[src/rtl/button_pkg.sv]
// Shared types for the button toggle bank: mode encodings,
// per-channel debounce FSM states and a counter-width helper.
package button_pkg;

    localparam logic MODE_TOGGLE    = 1'b0;
    localparam logic MODE_MOMENTARY = 1'b1;

    typedef enum logic [1:0] {
        RELEASED     = 2'b00,
        PRESS_PEND   = 2'b01,
        PRESSED      = 2'b11,
        RELEASE_PEND = 2'b10
    } ch_state_e;

    function automatic int cnt_width(input int n);
        return (n < 1) ? 1 : $clog2(n + 1);
    endfunction

endpackage

[src/rtl/button_debounce.sv]
// One button channel: synchroniser, stable-count debounce FSM,
// debounced level and a registered one-cycle rise pulse.
import button_pkg::*;

module button_debounce #(
    parameter int SYNC_STAGES     = 2,
    parameter int DEBOUNCE_CYCLES = 4
) (
    input  logic clk,
    input  logic rst_n,
    input  logic btn_i,
    output logic level_o,
    output logic commit_rise_o,
    output logic rise_o
);

    localparam int CNT_W = cnt_width(DEBOUNCE_CYCLES);
    localparam logic [CNT_W-1:0] CNT_LAST = CNT_W'(DEBOUNCE_CYCLES - 1);

    logic [SYNC_STAGES-1:0] sync_q;
    ch_state_e              state_q;
    logic [CNT_W-1:0]       cnt_q;
    logic                   rise_q;

    logic s;
    logic d;
    logic commit;

    assign s      = sync_q[SYNC_STAGES-1];
    assign d      = (state_q == PRESSED) || (state_q == RELEASE_PEND);
    assign commit = (s != d) && (cnt_q == CNT_LAST);

    always_ff @(posedge clk or negedge rst_n) begin
        if (!rst_n) begin
            sync_q  <= '0;
            state_q <= RELEASED;
            cnt_q   <= '0;
            rise_q  <= 1'b0;
        end else begin
            sync_q <= {sync_q[SYNC_STAGES-2:0], btn_i};
            rise_q <= commit && s;
            unique case (state_q)
                RELEASED, PRESS_PEND: begin
                    if (!s) begin
                        state_q <= RELEASED;
                        cnt_q   <= '0;
                    end else if (commit) begin
                        state_q <= PRESSED;
                        cnt_q   <= '0;
                    end else begin
                        state_q <= PRESS_PEND;
                        cnt_q   <= cnt_q + 1'b1;
                    end
                end
                PRESSED, RELEASE_PEND: begin
                    if (s) begin
                        state_q <= PRESSED;
                        cnt_q   <= '0;
                    end else if (commit) begin
                        state_q <= RELEASED;
                        cnt_q   <= '0;
                    end else begin
                        state_q <= RELEASE_PEND;
                        cnt_q   <= cnt_q + 1'b1;
                    end
                end
                default: begin
                    state_q <= RELEASED;
                    cnt_q   <= '0;
                end
            endcase
        end
    end

    assign level_o       = d;
    assign commit_rise_o = commit && s;
    assign rise_o        = rise_q;

endmodule

[src/rtl/button_toggle_bank.sv]
// N-channel debounced button bank with per-channel toggle/momentary output.
// Define BUTTON_LONG_PRESS_EN to add the long_press port and hold-to-cancel.
import button_pkg::*;

module button_toggle_bank #(
    parameter int N_CH              = 4,
    parameter int SYNC_STAGES       = 2,
    parameter int DEBOUNCE_CYCLES   = 4,
    parameter int LONG_PRESS_CYCLES = 32
) (
    input  logic            clk,
    input  logic            rst_n,
    input  logic [N_CH-1:0] button,
    input  logic [N_CH-1:0] mode,
    input  logic            clear,
    output logic [N_CH-1:0] stateful_button,
    output logic [N_CH-1:0] press_pulse
`ifdef BUTTON_LONG_PRESS_EN
    ,
    output logic [N_CH-1:0] long_press
`endif
);

    if (LONG_PRESS_CYCLES <= DEBOUNCE_CYCLES) begin : g_bad_cfg
        $error("LONG_PRESS_CYCLES must exceed DEBOUNCE_CYCLES");
    end

    logic [N_CH-1:0] level;
    logic [N_CH-1:0] commit_rise;
    logic [N_CH-1:0] cancel;
    logic [N_CH-1:0] t_q;

    for (genvar i = 0; i < N_CH; i++) begin : g_ch
        button_debounce #(
            .SYNC_STAGES    (SYNC_STAGES),
            .DEBOUNCE_CYCLES(DEBOUNCE_CYCLES)
        ) u_deb (
            .clk          (clk),
            .rst_n        (rst_n),
            .btn_i        (button[i]),
            .level_o      (level[i]),
            .commit_rise_o(commit_rise[i]),
            .rise_o       (press_pulse[i])
        );
    end

`ifdef BUTTON_LONG_PRESS_EN
    localparam int HOLD_W = cnt_width(LONG_PRESS_CYCLES);
    localparam logic [HOLD_W-1:0] HOLD_MAX  = HOLD_W'(LONG_PRESS_CYCLES);
    localparam logic [HOLD_W-1:0] HOLD_LAST = HOLD_W'(LONG_PRESS_CYCLES - 1);

    logic [HOLD_W-1:0] hold_q [N_CH];
    logic [N_CH-1:0]   long_fire;
    logic [N_CH-1:0]   long_q;

    always_comb begin
        long_fire = '0;
        cancel    = '0;
        for (int i = 0; i < N_CH; i++) begin
            long_fire[i] = level[i] && (hold_q[i] == HOLD_LAST);
            cancel[i]    = long_fire[i] && (mode[i] == MODE_TOGGLE);
        end
    end

    // Saturating hold counter fires exactly once per press.
    always_ff @(posedge clk or negedge rst_n) begin
        if (!rst_n) begin
            for (int i = 0; i < N_CH; i++) hold_q[i] <= '0;
            long_q <= '0;
        end else begin
            for (int i = 0; i < N_CH; i++) begin
                if (!level[i]) begin
                    hold_q[i] <= '0;
                end else if (hold_q[i] != HOLD_MAX) begin
                    hold_q[i] <= hold_q[i] + 1'b1;
                end
            end
            long_q <= long_fire;
        end
    end

    assign long_press = long_q;
`else
    assign cancel = '0;
`endif

    // Clear beats a same-edge press; the press pulse itself is unaffected.
    always_ff @(posedge clk or negedge rst_n) begin
        if (!rst_n) begin
            t_q <= '0;
        end else if (clear) begin
            t_q <= '0;
        end else begin
            t_q <= (t_q ^ commit_rise) & ~cancel;
        end
    end

    always_comb begin
        stateful_button = '0;
        for (int i = 0; i < N_CH; i++) begin
            stateful_button[i] = (mode[i] == MODE_MOMENTARY) ? level[i] : t_q[i];
        end
    end

endmodule
[config.mk]
export PLATFORM = sky130hd
export DESIGN_NAME = button_toggle_bank
export DESIGN_NICKNAME = d
export VERILOG_FILES = /design/src/rtl/button_pkg.sv /design/src/rtl/button_debounce.sv /design/src/rtl/button_toggle_bank.sv
export SDC_FILE = /design/constraint.sdc
export NUM_CORES = 1
export LEC_CHECK = 0
export BUFFER_PORTS_ARGS = -buffer_cell sky130_fd_sc_hd__buf_2
export CORE_ASPECT_RATIO = 0.7
export CORE_UTILIZATION = 62
export CTS_BUF_LIST = sky130_fd_sc_hd__clkbuf_4
export CTS_CLUSTER_DIAMETER = 60
export CTS_CLUSTER_SIZE = 8
export DETAILED_ROUTE_END_ITERATION = 10
export PLACE_DENSITY = 0.85
export SLEW_MARGIN = 15
export SYNTH_ARGS = -nofsm -noshare
export SYNTH_HDL_FRONTEND = slang
export SYNTH_SLANG_ARGS = --single-unit
[constraint.sdc]
create_clock -name clk -period 3.1 [get_ports clk]
set_input_delay 0.155 -clock clk [delete_from_list [all_inputs] [get_ports clk]]
set_output_delay 0.155 -clock clk [all_outputs]
set_load 0.02 [all_outputs]
==> metrics.txt <==
# TYPE chip_impl_metric gauge
chip_impl_metric{name="cp_data_required_time",unit="ps"} 3310
chip_impl_metric{name="ant_nets",unit=""} 0
chip_impl_info{name="r2r_start",value="g_ch[2].u_deb.cnt_q[0]$_DFF_PN0_"} 1
chip_impl_metric{name="worst_ir_drop_vdd",unit="mV"} 0.518
chip_impl_metric{name="ys_seq_elements",unit=""} 32
chip_impl_metric{name="sequential_cell_area",unit="um^2"} 801
chip_impl_metric{name="maximum_clock_insertion_buffer_count",unit=""} 2
chip_impl_metric{name="max_stage_delay",unit="ps"} 400
chip_impl_metric{name="syn_avg_cell_area",unit="um^2"} 15.1
chip_impl_metric{name="fin_tns_setup",unit="ps"} 0
chip_impl_metric{name="worst-r2r-setup-slack",unit="ps"} 1690
chip_impl_metric{name="clk_pin_slew_worst_paths",unit="ps"} 100
chip_impl_metric{name="muxShareOfSynthArea",unit=""} 0.117
chip_impl_metric{name="clock_net_sink_count",unit=""} 32
chip_impl_info{name="min_to",value="t_q[2]$_DFF_PN0_"} 1
chip_impl_metric{name="area.growth.synth_to_final",unit="%"} 14.8
chip_impl_metric{name="hold_depth",unit=""} 3
chip_impl_metric{name="clock_tree.htree_level_count",unit=""} 2
chip_impl_info{name="hp-class",value="in2reg"} 1
chip_impl_metric{name="ys_warn_count",unit=""} 0
chip_impl_metric{name="drt_pre_antenna_iters",unit=""} 4
chip_impl_metric{name="tightestPinTransition",unit="ps"} 657
chip_impl_metric{name="synth_cell_types",unit=""} 15
chip_impl_metric{name="synthesis.nets",unit=""} 101
chip_impl_info{name="leading_cell_type_in_the_layout_fill_and_taps_excluded",value="sky130_fd_sc_hd__dfrtp_1"} 1
chip_impl_metric{name="timing.critical_path.fanout_max",unit=""} 3
chip_impl_metric{name="core",unit="um^2"} 1900
chip_impl_metric{name="first_iter_violations",unit=""} 5
chip_impl_metric{name="dpl-instance-area",unit="um^2"} 1370
chip_impl_metric{name="use_met3",unit=""} 0.0774
chip_impl_metric{name="syn_inst",unit=""} 85
chip_impl_metric{name="grt_antenna_before_repair",unit=""} 0
chip_impl_info{name="worst_setup_path_category",value="reg2reg"} 1
chip_impl_info{name="synth_top_family_by_area",value="simple AND/OR/NAND/NOR gates"} 1
chip_impl_info{name="timing.critical_path.from_type",value="flip-flop"} 1
chip_impl_metric{name="period_minus_slack",unit="ps"} 1410
chip_impl_metric{name="design_area",unit="um^2"} 1470
chip_impl_metric{name="die_height",unit="um"} 40.0
chip_impl_metric{name="finalMaxSlewViolations",unit=""} 0
chip_impl_info{name="rr_endpoint",value="t_q[2]$_DFF_PN0_"} 1
chip_impl_info{name="busiest_layer",value="met2"} 1
chip_impl_info{name="crit_path_top_delay_cell",value="sky130_fd_sc_hd__dfrtp_1"} 1
chip_impl_metric{name="fillCellCount",unit=""} 122
chip_impl_metric{name="chipWidth",unit="um"} 56.3
chip_impl_metric{name="totalWireLength",unit="um"} 1870
chip_impl_metric{name="worst_hold_slack",unit="ps"} 254
chip_impl_metric{name="fp-row-count",unit=""} 13
chip_impl_info{name="endpoint_kind",value="flip-flop"} 1
chip_impl_metric{name="gpl.final_weighted_congestion",unit=""} 0.749
chip_impl_metric{name="routedWlPerCell",unit="um"} 13.9
chip_impl_metric{name="synth_xor_xnor_area_share",unit=""} 0.0274
chip_impl_metric{name="final_nets",unit=""} 127
chip_impl_metric{name="first_pass_grt_wire_length",unit="um"} 3130
chip_impl_metric{name="rr_worst_depth",unit=""} 4
chip_impl_metric{name="via_count_of_the_first_global_routing_pass",unit=""} 693
chip_impl_info{name="grt_setup_unrepaired",value="no"} 1
chip_impl_metric{name="multiInputGateArea",unit="um^2"} 445
chip_impl_metric{name="dieArea",unit="um^2"} 2250
chip_impl_metric{name="maxCapViolations",unit=""} 0
chip_impl_info{name="outcome",value="finished, final reports clean"} 1
chip_impl_info{name="cts_root_buf",value="sky130_fd_sc_hd__clkbuf_4"} 1
chip_impl_metric{name="maxSlewHeadroom",unit=""} 0.562
chip_impl_metric{name="port_buffers",unit=""} 18
chip_impl_metric{name="synth_adder_area_share",unit=""} 0.0489
chip_impl_metric{name="leakagePower",unit="nW"} 0.745
chip_impl_metric{name="cts_setup_buffers",unit=""} 0
chip_impl_metric{name="grt_overflow_total",unit=""} 0
chip_impl_metric{name="io-pin-count",unit=""} 19
chip_impl_metric{name="synth-seq-area-share",unit=""} 0.626
chip_impl_metric{name="synth-compound-area-share",unit=""} 0
chip_impl_info{name="critical_path.top_delay_family",value="adder cells"} 1
chip_impl_info{name="most_area_consuming_cells_after_synthesis",value="sky130_fd_sc_hd__dfrtp_1, sky130_fd_sc_hd__ha_1, sky130_fd_sc_hd__mux2_4, sky130_fd_sc_hd__and4bb_4, sky130_fd_sc_hd__mux2_1"} 1
chip_impl_metric{name="final-instance-count-excl-fill",unit=""} 134
chip_impl_metric{name="globalRouteMet1Util",unit=""} 0.227
chip_impl_metric{name="routed-via-count",unit=""} 711
chip_impl_metric{name="grt_max_degree",unit=""} 33
chip_impl_metric{name="final.setup_skew",unit="ps"} 3.45
chip_impl_info{name="cts_tree",value="yes"} 1
chip_impl_metric{name="drive_above_1_share",unit=""} 0.321
chip_impl_info{name="cp_common_cell",value="sky130_fd_sc_hd__ha_1"} 1
chip_impl_metric{name="floorplan.initialDensity",unit=""} 0.673
chip_impl_info{name="worstPathCellList",value="ha_1 > ha_1 > and3b_1 > mux2_4"} 1
chip_impl_metric{name="power_per_cell_area",unit="nW/um^2"} 706
chip_impl_info{name="synthDominantAreaCellType",value="sky130_fd_sc_hd__dfrtp_1"} 1
chip_impl_metric{name="synth.top_cell.area_share",unit=""} 0.626
chip_impl_metric{name="antennaDiodeCount",unit=""} 0
chip_impl_metric{name="detailedPlacementHpwl",unit="um"} 1290
chip_impl_metric{name="post-place-cells",unit=""} 121
chip_impl_metric{name="remaining_drc_errors",unit=""} 0
chip_impl_metric{name="finalHoldViolations",unit=""} 0
chip_impl_metric{name="numCtsBuffers",unit=""} 5
chip_impl_metric{name="met2_usage",unit=""} 0.357
chip_impl_info{name="hp-start",value="clear"} 1
chip_impl_metric{name="synthSimpleGateAreaFrac",unit=""} 0.154
chip_impl_info{name="layout.cells.most_common_list",value="sky130_fd_sc_hd__dfrtp_1, sky130_fd_sc_hd__buf_2, sky130_fd_sc_hd__nor3b_1"} 1
chip_impl_metric{name="syn-cell-area",unit="um^2"} 1280
chip_impl_metric{name="finalSetupViolCount",unit=""} 0
chip_impl_metric{name="track_usage",unit=""} 0.203
chip_impl_metric{name="worstSkewPairLatency",unit="ps"} 310
chip_impl_metric{name="cp.buffers_inverters",unit=""} 0
chip_impl_metric{name="min_period_over_period",unit=""} 0.456
chip_impl_metric{name="vias_per_cell",unit=""} 5.31
chip_impl_metric{name="cp_data_arrival_time",unit="ps"} 1630
chip_impl_metric{name="fmax",unit="MHz"} 707
chip_impl_metric{name="post_layout_total_power",unit="mW"} 1.04
-- synthesized netlist by cell type --
library cell and number:
sky130_fd_sc_hd__nor2b_1 3, sky130_fd_sc_hd__and4bb_4 3, sky130_fd_sc_hd__xnor2_1 4, sky130_fd_sc_hd__nor3_1 4, sky130_fd_sc_hd__and2b_1 5, sky130_fd_sc_hd__mux2_2 4
sky130_fd_sc_hd__buf_4 4, sky130_fd_sc_hd__mux2_4 4, sky130_fd_sc_hd__ha_1 5, sky130_fd_sc_hd__inv_1 1, sky130_fd_sc_hd__mux2_1 4, sky130_fd_sc_hd__nor2_1 5
sky130_fd_sc_hd__nor3b_1 6, sky130_fd_sc_hd__dfrtp_1 32, sky130_fd_sc_hd__and3b_1 1
-- stage by stage --
stage,setup WS [ps],util
5_1_grt,1630,0.772
4_1_cts,1680,0.772
3_5_place_dp,1690,0.719
6_report,1690,0.772
2_1_floorplan,1750,-
3_3_place_gp,1730,0.719
-- cell families (layout without fill, tap and decap cells) --
kind of cell,after synthesis,after routing
XOR/XNOR,4,4
multiplexers,12,12
AND/OR/NAND/NOR,27,27
flip-flops,32,32
buffers and inverters,5,32
adder cells (fa/ha/maj),5,5
-- routing by layer --
| metal | routed length [um] | vias to the layer above |
|---|---|---|
| met2 | 921 | 15 |
| met5 | 0 | - |
| li1 | - | 343 |
| met3 | 82 | 2 |
| met4 | 10 | 0 |
| met1 | 854 | 351 |
-- layout make-up --
| type | count | area share |
|---|---|---|
| Inverter | 1 | 0.00256 |
| Clock buffer | 5 | 0.0256 |
| Clock inverter | 3 | 0.00937 |
| Multi-Input combinational cell | 48 | 0.303 |
| Sequential cell | 32 | 0.545 |
| Timing Repair Buffer | 23 | 0.0954 |
| Tap cell | 22 | 0.0187 |
-- what timing repair did --
action / 4_1_cts / 5_1_grt
hold buffers: 5 / 0
resized for setup: 0 / 0
endpoints found under the hold margin: 36 / 0
-- power by group --
part | switching [mW] | internal [mW]
sequential | 0.0554 | 0.502
clock | 0.132 | 0.0831
combinational | 0.127 | 0.137
-- worst max-delay path by stage --
stage                     slack [ps]  cells past startpoint                        startpoint                to
after floorplan                 1750                      4  g_ch[2].u_deb.cnt_q[0]$_DFF_PN0_  t_q[2]$_DFF_PN0_
after global placement          1730                      4  g_ch[2].u_deb.cnt_q[0]$_DFF_PN0_  t_q[2]$_DFF_PN0_
after detailed placement        1690                      4  g_ch[2].u_deb.cnt_q[0]$_DFF_PN0_  t_q[2]$_DFF_PN0_
after CTS                       1680                      4  g_ch[2].u_deb.cnt_q[0]$_DFF_PN0_  t_q[2]$_DFF_PN0_
after global routing            1630                      4  g_ch[2].u_deb.cnt_q[0]$_DFF_PN0_  t_q[2]$_DFF_PN0_
final                           1690                      4  g_ch[2].u_deb.cnt_q[0]$_DFF_PN0_  t_q[2]$_DFF_PN0_
-- worst min-delay path, delay by kind of cell --
kind | cells | cell delay, ps
buf+inv | 1 | 140
simple gates | 1 | 110
mux | 1 | 140
-- state kept, by name, indices dropped and copies added (netlist names) --
register / cells
g_ch.u_deb.rise_o: 4
g_ch.u_deb.state_q: 4
t_q: 4
g_ch.u_deb.sync_q: 8
g_ch.u_deb.cnt_q: 12
Power figures use the tool's default switching activity.
